### src/rtl/pc_stage_predictor.sv
// Fetch PC register with a direct-mapped BTB (2-bit direction counters), branch
// resolution against the decode-stage PC, pipeline clears and a mispredict counter.
module pc_stage_predictor #(
  parameter int unsigned     XLEN         = 32,
  parameter logic [XLEN-1:0] RESET_VECTOR = '0,
  parameter int unsigned     BTB_ENTRIES  = 16,
  parameter int unsigned     CNT_WIDTH    = 16
) (
  input  logic                 CLK,
  input  logic                 RST,
  input  logic                 STALL,
  input  logic                 EX_VALID,
  input  logic                 EX_IS_JUMP,
  input  logic                 EX_IS_BRANCH,
  input  logic                 EX_TAKEN,
  input  logic [XLEN-1:0]      EX_PC,
  input  logic [XLEN-1:0]      EX_TARGET,
  input  logic [XLEN-1:0]      EX_NEXT_PC,
  output logic [XLEN-1:0]      PC,
  output logic                 PRED_TAKEN,
  output logic                 CLEAR_DECODING_STAGE,
  output logic                 CLEAR_EXECUTION_STAGE,
  output logic [CNT_WIDTH-1:0] MISPREDICT_COUNT
);

  localparam int unsigned IDX  = $clog2(BTB_ENTRIES);
  localparam int unsigned TAGW = XLEN - IDX - 2;

  logic            btb_valid  [BTB_ENTRIES];
  logic [TAGW-1:0] btb_tag    [BTB_ENTRIES];
  logic [XLEN-1:0] btb_target [BTB_ENTRIES];
  logic [1:0]      btb_ctr    [BTB_ENTRIES];

  logic [XLEN-1:0]      pc_q;
  logic [CNT_WIDTH-1:0] cnt_q;

  logic [IDX-1:0]  pc_idx, ex_idx;
  logic [TAGW-1:0] pc_tag, ex_tag;
  logic            lk_hit, ex_hit;
  logic            pred_taken;
  logic [XLEN-1:0] pred_next;
  logic            resolve, taken, mispredict;
  logic [XLEN-1:0] actual_raw, actual;
  logic [XLEN-1:0] pc_next;

  assign pc_idx = pc_q[IDX+1:2];
  assign pc_tag = pc_q[XLEN-1:IDX+2];
  assign ex_idx = EX_PC[IDX+1:2];
  assign ex_tag = EX_PC[XLEN-1:IDX+2];

  // Lookup reads the pre-update BTB contents; there is no write-through bypass.
  always_comb begin
    lk_hit     = btb_valid[pc_idx] && (btb_tag[pc_idx] == pc_tag);
    pred_taken = lk_hit && btb_ctr[pc_idx][1] && !RST;
    pred_next  = pred_taken ? btb_target[pc_idx] : pc_q + XLEN'(4);
  end

  always_comb begin
    resolve    = EX_VALID && (EX_IS_JUMP || EX_IS_BRANCH) && !STALL && !RST;
    taken      = EX_IS_JUMP || EX_TAKEN;
    actual_raw = taken ? EX_TARGET : EX_PC + XLEN'(4);
    actual     = {actual_raw[XLEN-1:2], 2'b00};
    mispredict = resolve && (actual != EX_NEXT_PC);
    ex_hit     = btb_valid[ex_idx] && (btb_tag[ex_idx] == ex_tag);
  end

  always_comb begin
    pc_next = pc_q;
    if (RST)             pc_next = RESET_VECTOR;
    else if (mispredict) pc_next = actual;
    else if (STALL)      pc_next = pc_q;
    else                 pc_next = {pred_next[XLEN-1:2], 2'b00};
  end

  always_ff @(posedge CLK) begin
    pc_q <= pc_next;
  end

  always_ff @(posedge CLK) begin
    if (RST) begin
      cnt_q <= '0;
    end else if (mispredict && (cnt_q != '1)) begin
      cnt_q <= cnt_q + CNT_WIDTH'(1);
    end
  end

  // Tag and target need no reset: they are only consulted behind a valid bit.
  always_ff @(posedge CLK) begin
    if (RST) begin
      for (int unsigned i = 0; i < BTB_ENTRIES; i++) begin
        btb_valid[i] <= 1'b0;
        btb_ctr[i]   <= 2'b00;
      end
    end else if (resolve) begin
      if (taken) begin
        btb_valid[ex_idx]  <= 1'b1;
        btb_tag[ex_idx]    <= ex_tag;
        btb_target[ex_idx] <= EX_TARGET;
        if (!ex_hit)                        btb_ctr[ex_idx] <= 2'b10;
        else if (btb_ctr[ex_idx] != 2'b11)  btb_ctr[ex_idx] <= btb_ctr[ex_idx] + 2'd1;
      end else if (ex_hit && (btb_ctr[ex_idx] != 2'b00)) begin
        btb_ctr[ex_idx] <= btb_ctr[ex_idx] - 2'd1;
      end
    end
  end

  assign PC                    = pc_q;
  assign PRED_TAKEN            = pred_taken;
  assign CLEAR_DECODING_STAGE  = mispredict;
  assign CLEAR_EXECUTION_STAGE = mispredict;
  assign MISPREDICT_COUNT      = cnt_q;

endmodule

### config.mk
export PLATFORM = sky130hd
export DESIGN_NAME = pc_stage_predictor
export DESIGN_NICKNAME = d
export VERILOG_FILES = /design/src/rtl/pc_stage_predictor.sv
export SDC_FILE = /design/constraint.sdc
export NUM_CORES = 1
export LEC_CHECK = 0
export CAP_MARGIN = 10
export CORE_MARGIN = 4
export CORE_UTILIZATION = 40
export CTS_CLUSTER_DIAMETER = 40
export DETAILED_ROUTE_END_ITERATION = 7
export PLACE_DENSITY = 0.61
export SYNTH_ARGS = -nofsm -noshare
export SYNTH_HDL_FRONTEND = slang
export SYNTH_SLANG_ARGS = --single-unit
### constraint.sdc
create_clock -name CLK -period 6.9 [get_ports CLK]
set_input_delay 0.69 -clock CLK [delete_from_list [all_inputs] [get_ports CLK]]
set_output_delay 0.69 -clock CLK [all_outputs]
set_load 0.02 [all_outputs]
==> impl_metrics.env <==
export IMPL_worst_setup_path_type="in2out"
export IMPL_post_place_cells=4171
export IMPL_synth_top_area_share_pct=61.2
export IMPL_maxSlewViolCount=0
export IMPL_cts_num_sinks=994
export IMPL_max_freq_mhz=155
export IMPL_seq_area_frac_synth_pct=64.1
export IMPL_initial_core_util_pct=40.4
export IMPL_die_h_um=345
export IMPL_clk_pin_slew_ns=0.05
export IMPL_yosys_area_top_type="edfxtp_1"
export IMPL_via_count=27400
export IMPL_dr_pass1_iters=6
export IMPL_drc=0
export IMPL_grt_ovfl_total=0
export IMPL_synthFlopType="edfxtp_1"
export IMPL_cts_resized=0
export IMPL_core_area_mm2=0.113
export IMPL_synthesis_area_mm2=0.0455
export IMPL_ant_nets=0
export IMPL_grt_pass1_vias=27400
export IMPL_drive_gt1_share_pct=27.2
export IMPL_setup_viol=0
export IMPL_cts_root_buf="clkbuf_16"
export IMPL_crit_path_end_kind="output pin"
export IMPL_clk_latency_ns=0.74
export IMPL_dr_first_iter_drc_count=3386
export IMPL_gp_congestion=0.940
export IMPL_die_area_mm2=0.119
export IMPL_hold_class="reg2reg"
export IMPL_fin_cells=4417
export IMPL_die_w_um=345
export IMPL_cts_inserted_buffers=132
export IMPL_synthArstFlopShare_pct=0
export IMPL_routed_via_density=6.19
export IMPL_cts_setup_buffers=0
export IMPL_clock_skew_ns=0.0216
export IMPL_rsz0062_at_grt="no"
export IMPL_relSlewSlack_pct=22.8
export IMPL_nets=2916
export IMPL_syn_inst=2594
export IMPL_peakVddDrop_uv=220
export IMPL_setup_tns_final_ns=0
export IMPL_wl_per_cell_um=32.8
export IMPL_wl_mm=145
export IMPL_fin_crit_sh_pct=93.6
export IMPL_antenna_found_initial=7
export IMPL_htree_levels=4
export IMPL_synth_area_leaders="edfxtp_1 (61%), mux4_2 (19%), dfxtp_1 (2.9%)"
export IMPL_synth_edff_count=928
export IMPL_portBuffers=147
export IMPL_max_slew_worst_pin_slew_ns=1.15
export IMPL_ctsHoldBuffers=0
export IMPL_tritoncts="yes"
export IMPL_grt_max_degree=76
export IMPL_ys_warnings_count=0
export IMPL_dp_hpwl_mm=93.9
export IMPL_finalHoldViolations=0
export IMPL_synth_ff_latch_count=994
export IMPL_period_minus_slack_ns=6.46
export IMPL_max_cap_viol_count=0
export IMPL_area_growth_pct=18.0
export IMPL_p_leak_nw=17.0
export IMPL_cts_max_path_buffers=3
export IMPL_grt_pass1_wl_mm=205
export IMPL_rows=123
export IMPL_ys_types=77
export IMPL_outcome="completed"
export IMPL_worst_ep_required_time_ns=6.21
export IMPL_pwr_density_cell_mw_per_mm2=278
export IMPL_grt_usage_pct=24.0
export IMPL_ios=154
export IMPL_cp_arrival_ns=5.77
export IMPL_crit_path_start_kind="input port"
export IMPL_syn_avg_cell_area_um2=17.6
export IMPL_path_max_fanout=12
==> cells in the final DEF (no fill, tap or decap), drive strengths merged, types with 14 or more instances in the layout <==
| cell | n |
|---|---|
| a211oi | 14 |
| or4 | 24 |
| inv | 69 |
| clkbuf | 147 |
| nor2 | 115 |
| a21o | 16 |
| nand3 | 42 |
| nor2b | 16 |
| a21oi | 37 |
| nor3 | 21 |
| clkinvlp | 14 |
| xnor2 | 98 |
| nand2 | 109 |
| buf | 130 |
| edfxtp | 928 |
| mux4 | 393 |
| clkdlybuf4s50 | 143 |
| mux2 | 17 |
| o211ai | 18 |
| clkinv | 41 |
| o21ai | 78 |
| xor2 | 53 |
| nor4 | 15 |
| and3 | 22 |
| nand4 | 33 |
| mux2i | 72 |
| dfxtp | 66 |
==> per-layer routing <==
metal  global-route usage (%)  vias up  part of all wire [%]
met1                     33.7    14500                    41
met3                     4.84      237                   9.0
li1                         -    11200                     -
met4                     7.60        0                   2.9
met5                        0        -                     0
met2                     37.8     1458                    47
==> power by group <==
part	total, mW	internal (mW)	switching (mW)
registers	6.73	6.63	0.0954
logic	1.44	0.635	0.809
clock network	6.78	4.06	2.72
total	15.0	11.3	3.62
==> registers in the layout, summed over array words and instances (netlist names), named ones only <==
| signal | flops |
|---|---|
| PC | 30 |
| btb_valid | 16 |
| btb_ctr | 32 |
| btb_tag | 416 |
| btb_target | 480 |
| MISPREDICT_COUNT | 16 |
==> kinds of logic (layout without fill, tap and decap cells) <==
family / Yosys count / after routing / share of synthesized area, %
compound gates: 277 / 277 / 4.13
xor+xnor: 152 / 152 / 2.95
fa+ha+maj: 8 / 8 / 0.220
buf+inv: 237 / 555 / 2.16
flops: 994 / 994 / 64.1
mux: 482 / 482 / 21.5
other cells: 1 / 6 / 0.00824
simple gates: 443 / 443 / 4.96
==> worst max-delay path, stage by stage <==
cell and delay [ns]:
clkdlybuf4s50_1 0.91, nand4_2 0.34, or4_1 0.62, mux2_2 0.32, a2111oi_0 0.63, buf_4 0.23, o2111ai_1 0.11, o41ai_1 0.54
nand4_1 0.26, nand2_1 0.15, inv_1 0.29, clkdlybuf4s50_1 0.65
==> stage by stage <==
step	util [%]	area, µm²	hold slack, ns	setup WS [ns]	total power [mW]
final	47.6	53700	0.485	0.444	15.0
after global routing	47.6	53700	0.509	0.389	15.4
after CTS	47.6	53700	0.483	0.598	15.1
after detailed placement	43.7	49300	0.465	0.614	8.30
after global placement	43.7	49300	0.460	0.628	8.28
after floorplan	-	45500	0.447	1.81	7.69
==> Yosys cell counts, drive strengths merged (6+ instances only) <==
cell type and instances:
xnor2 98, nor3 21, a211oi 14, buf 90, clkbuf 108, a22oi 10, and4 8, nor2b 16
mux4 393, mux2 17, a21o 16, xor2 53, nor2 115, a31oi 8, or4 24, nand2b 6
ha 8, a21oi 37, o221ai 8, nand4 33, and3 22, nand3 42, nor4 15, mux2i 72
o211ai 18, a221o 10, o2111ai 6, o31ai 8, or3 8, o22ai 11, o21ai 78, dfxtp 66
edfxtp 928, inv 39, o311ai 7, nand2 109
==> worst paths after layout <==
path	cells after the start	end	slack, ns	from
setup / recovery	12	CLEAR_EXECUTION_STAGE	0.44	EX_PC[11]
hold / removal	1	btb_valid[3]$_DFF_P_	0.49	btb_valid[3]$_DFF_P_
setup reg to reg	12	PC[6]$_SDFFE_PP0N_	1.82	flip-flop
hold reg to reg	1	btb_valid[3]$_DFF_P_	0.49	btb_valid[3]$_DFF_P_
==> area by class of cell <==
class,instances,area (µm²)
clock buffer,146,3420
sequential,994,29200
multi-input combinational,1364,15500
fill,9330,59100
antenna,4,10.0
clock inverter,96,981
timing repair buffer,274,2570
tap,1500,1880
inverter,39,146
(Power assumes the default switching activity.)
==> variant, RTL diff (config.mk and constraints unchanged) <==
The parameter `BTB_ENTRIES` goes from 16 to 8.
--- a/src/rtl/pc_stage_predictor.sv
+++ b/src/rtl/pc_stage_predictor.sv
@@ -3,7 +3,7 @@
 module pc_stage_predictor #(
   parameter int unsigned     XLEN         = 32,
   parameter logic [XLEN-1:0] RESET_VECTOR = '0,
-  parameter int unsigned     BTB_ENTRIES  = 16,
+  parameter int unsigned     BTB_ENTRIES  = 8,
   parameter int unsigned     CNT_WIDTH    = 16
 ) (
   input  logic                 CLK,
Formal check against the unedited RTL: not equivalent (Yosys sat finds a counterexample within 4 cycles, from zero or initial values and one cycle with RST high).
==> variant against the original RTL <==
Synthesized cell count decreased by 30%. Sequential power decreased by 47%. Routed wire length decreased by 43%. Critical endpoint unchanged. Setup slack improved by 0.49 ns. Area after synthesis decreased by 43%. Sequential cell count decreased by 465. Core utilization increased by 1.3 points. Final cell count decreased by 35%. Total power decreased by 41%. Cell area decreased by 41%.
==> variant: results (changes against the original RTL) <==
| Metric | Value |
|---|---|
| Outcome | `finished, final reports clean` |
| VDD IR max | `0.170 mV (-23%)` |
| Proportion of layout cells with a drive suffix above 1 | `0.197 (-0.0752)` |
| H-Tree Depth | `3 (-1)` |
| Synth Instances | `1820 (-30%)` |
| GR met2 Demand/Resource | `0.371 (-0.00686)` |
| Sequential Power | `0.00359 W (-47%)` |
| WL met2 | `38.7 mm (-43%)` |
| Met3 Track Usage GR | `0.0493 (+0.000910)` |
| DP HPWL | `56.4 mm (-40%)` |
| M1 GR Usage | `0.334 (-0.00384)` |
| Tot GR Track Use | `0.236 (-0.00388)` |
| Vias per inst | `6.15 (-0.69%)` |
| M1 wire length | `34.8 mm (-41%)` |
| Rel. slew slack | `0.177 (-0.0512)` |
| R2R Setup Slk | `2.23 ns (+0.41 ns)` |
| Post-synthesis mux area share | `0.163 (-0.0513)` |
| Pre-CTS setup slack | `1.09 ns (+0.477 ns)` |
| Worst Hold End | `MISPREDICT_COUNT[4]` |
| Hold slack final | `0.484 ns (-0.00121 ns)` |
| Number of synthesized flops with an enable pin | `472 (-49%)` |
| Synth Area in Compound Gates | `0.0827 (+0.0414)` |
| Crit path DAT | `5.28 ns (-0.49 ns)` |
| F_max | `168 MHz (+8.2%)` |
| WL final | `83.1 mm (-43%)` |
| CTS Buf Count | `85 (-36%)` |
| Clock Power | `0.00449 W (-34%)` |
| Commonest cells in the netlist | `472 x edfxtp_1, 141 x mux4_2, 105 x nor2_1, 97 x xnor2_1, 91 x nand2_1` |
| P_int | `0.00666 W (-41%)` |
| Synth cell types | `82 (+6.5%)` |
| CP startpoint | `EX_PC[8]` |
| XOR/XNOR Fraction of Synth Area | `0.0498 (+0.0202)` |
| Adder-Cell Fraction of Synth Area | `0.00241 (+0.000209)` |
| Initial antenna violation count | `3 (-4)` |
| DRT iter0 DRCs | `2481 (-27%)` |
| First-pass GRT wire length | `122 mm (-40%)` |
## variant: cell types whose count changed in the layout (fill, tap and decap cells not counted), moves of 10 or more
| cell | before | now |
|---|---|---|
| mux2i_1 | 72 | 84 |
| clkbuf_16 | 135 | 85 |
| o21ai_0 | 78 | 61 |
| mux4_2 | 393 | 141 |
| clkinv_1 | 15 | 5 |
| or4_1 | 24 | 9 |
| nand2_1 | 109 | 91 |
| a221oi_1 | 5 | 35 |
| o211ai_1 | 18 | 2 |
| nor3_1 | 19 | 29 |
| buf_4 | 116 | 50 |
| edfxtp_1 | 928 | 472 |
| a21oi_1 | 37 | 56 |
## variant: final cells by class
cell class                      count  area share
Multi-Input combinational cell   1117       0.318
Timing Repair Buffer              201      0.0609
Inverter                           30     0.00358
Clock buffer                       89      0.0683
Clock inverter                     69      0.0287
Tap cell                          855      0.0340
Sequential cell                   529       0.487
Antenna cell                        1   0.0000795
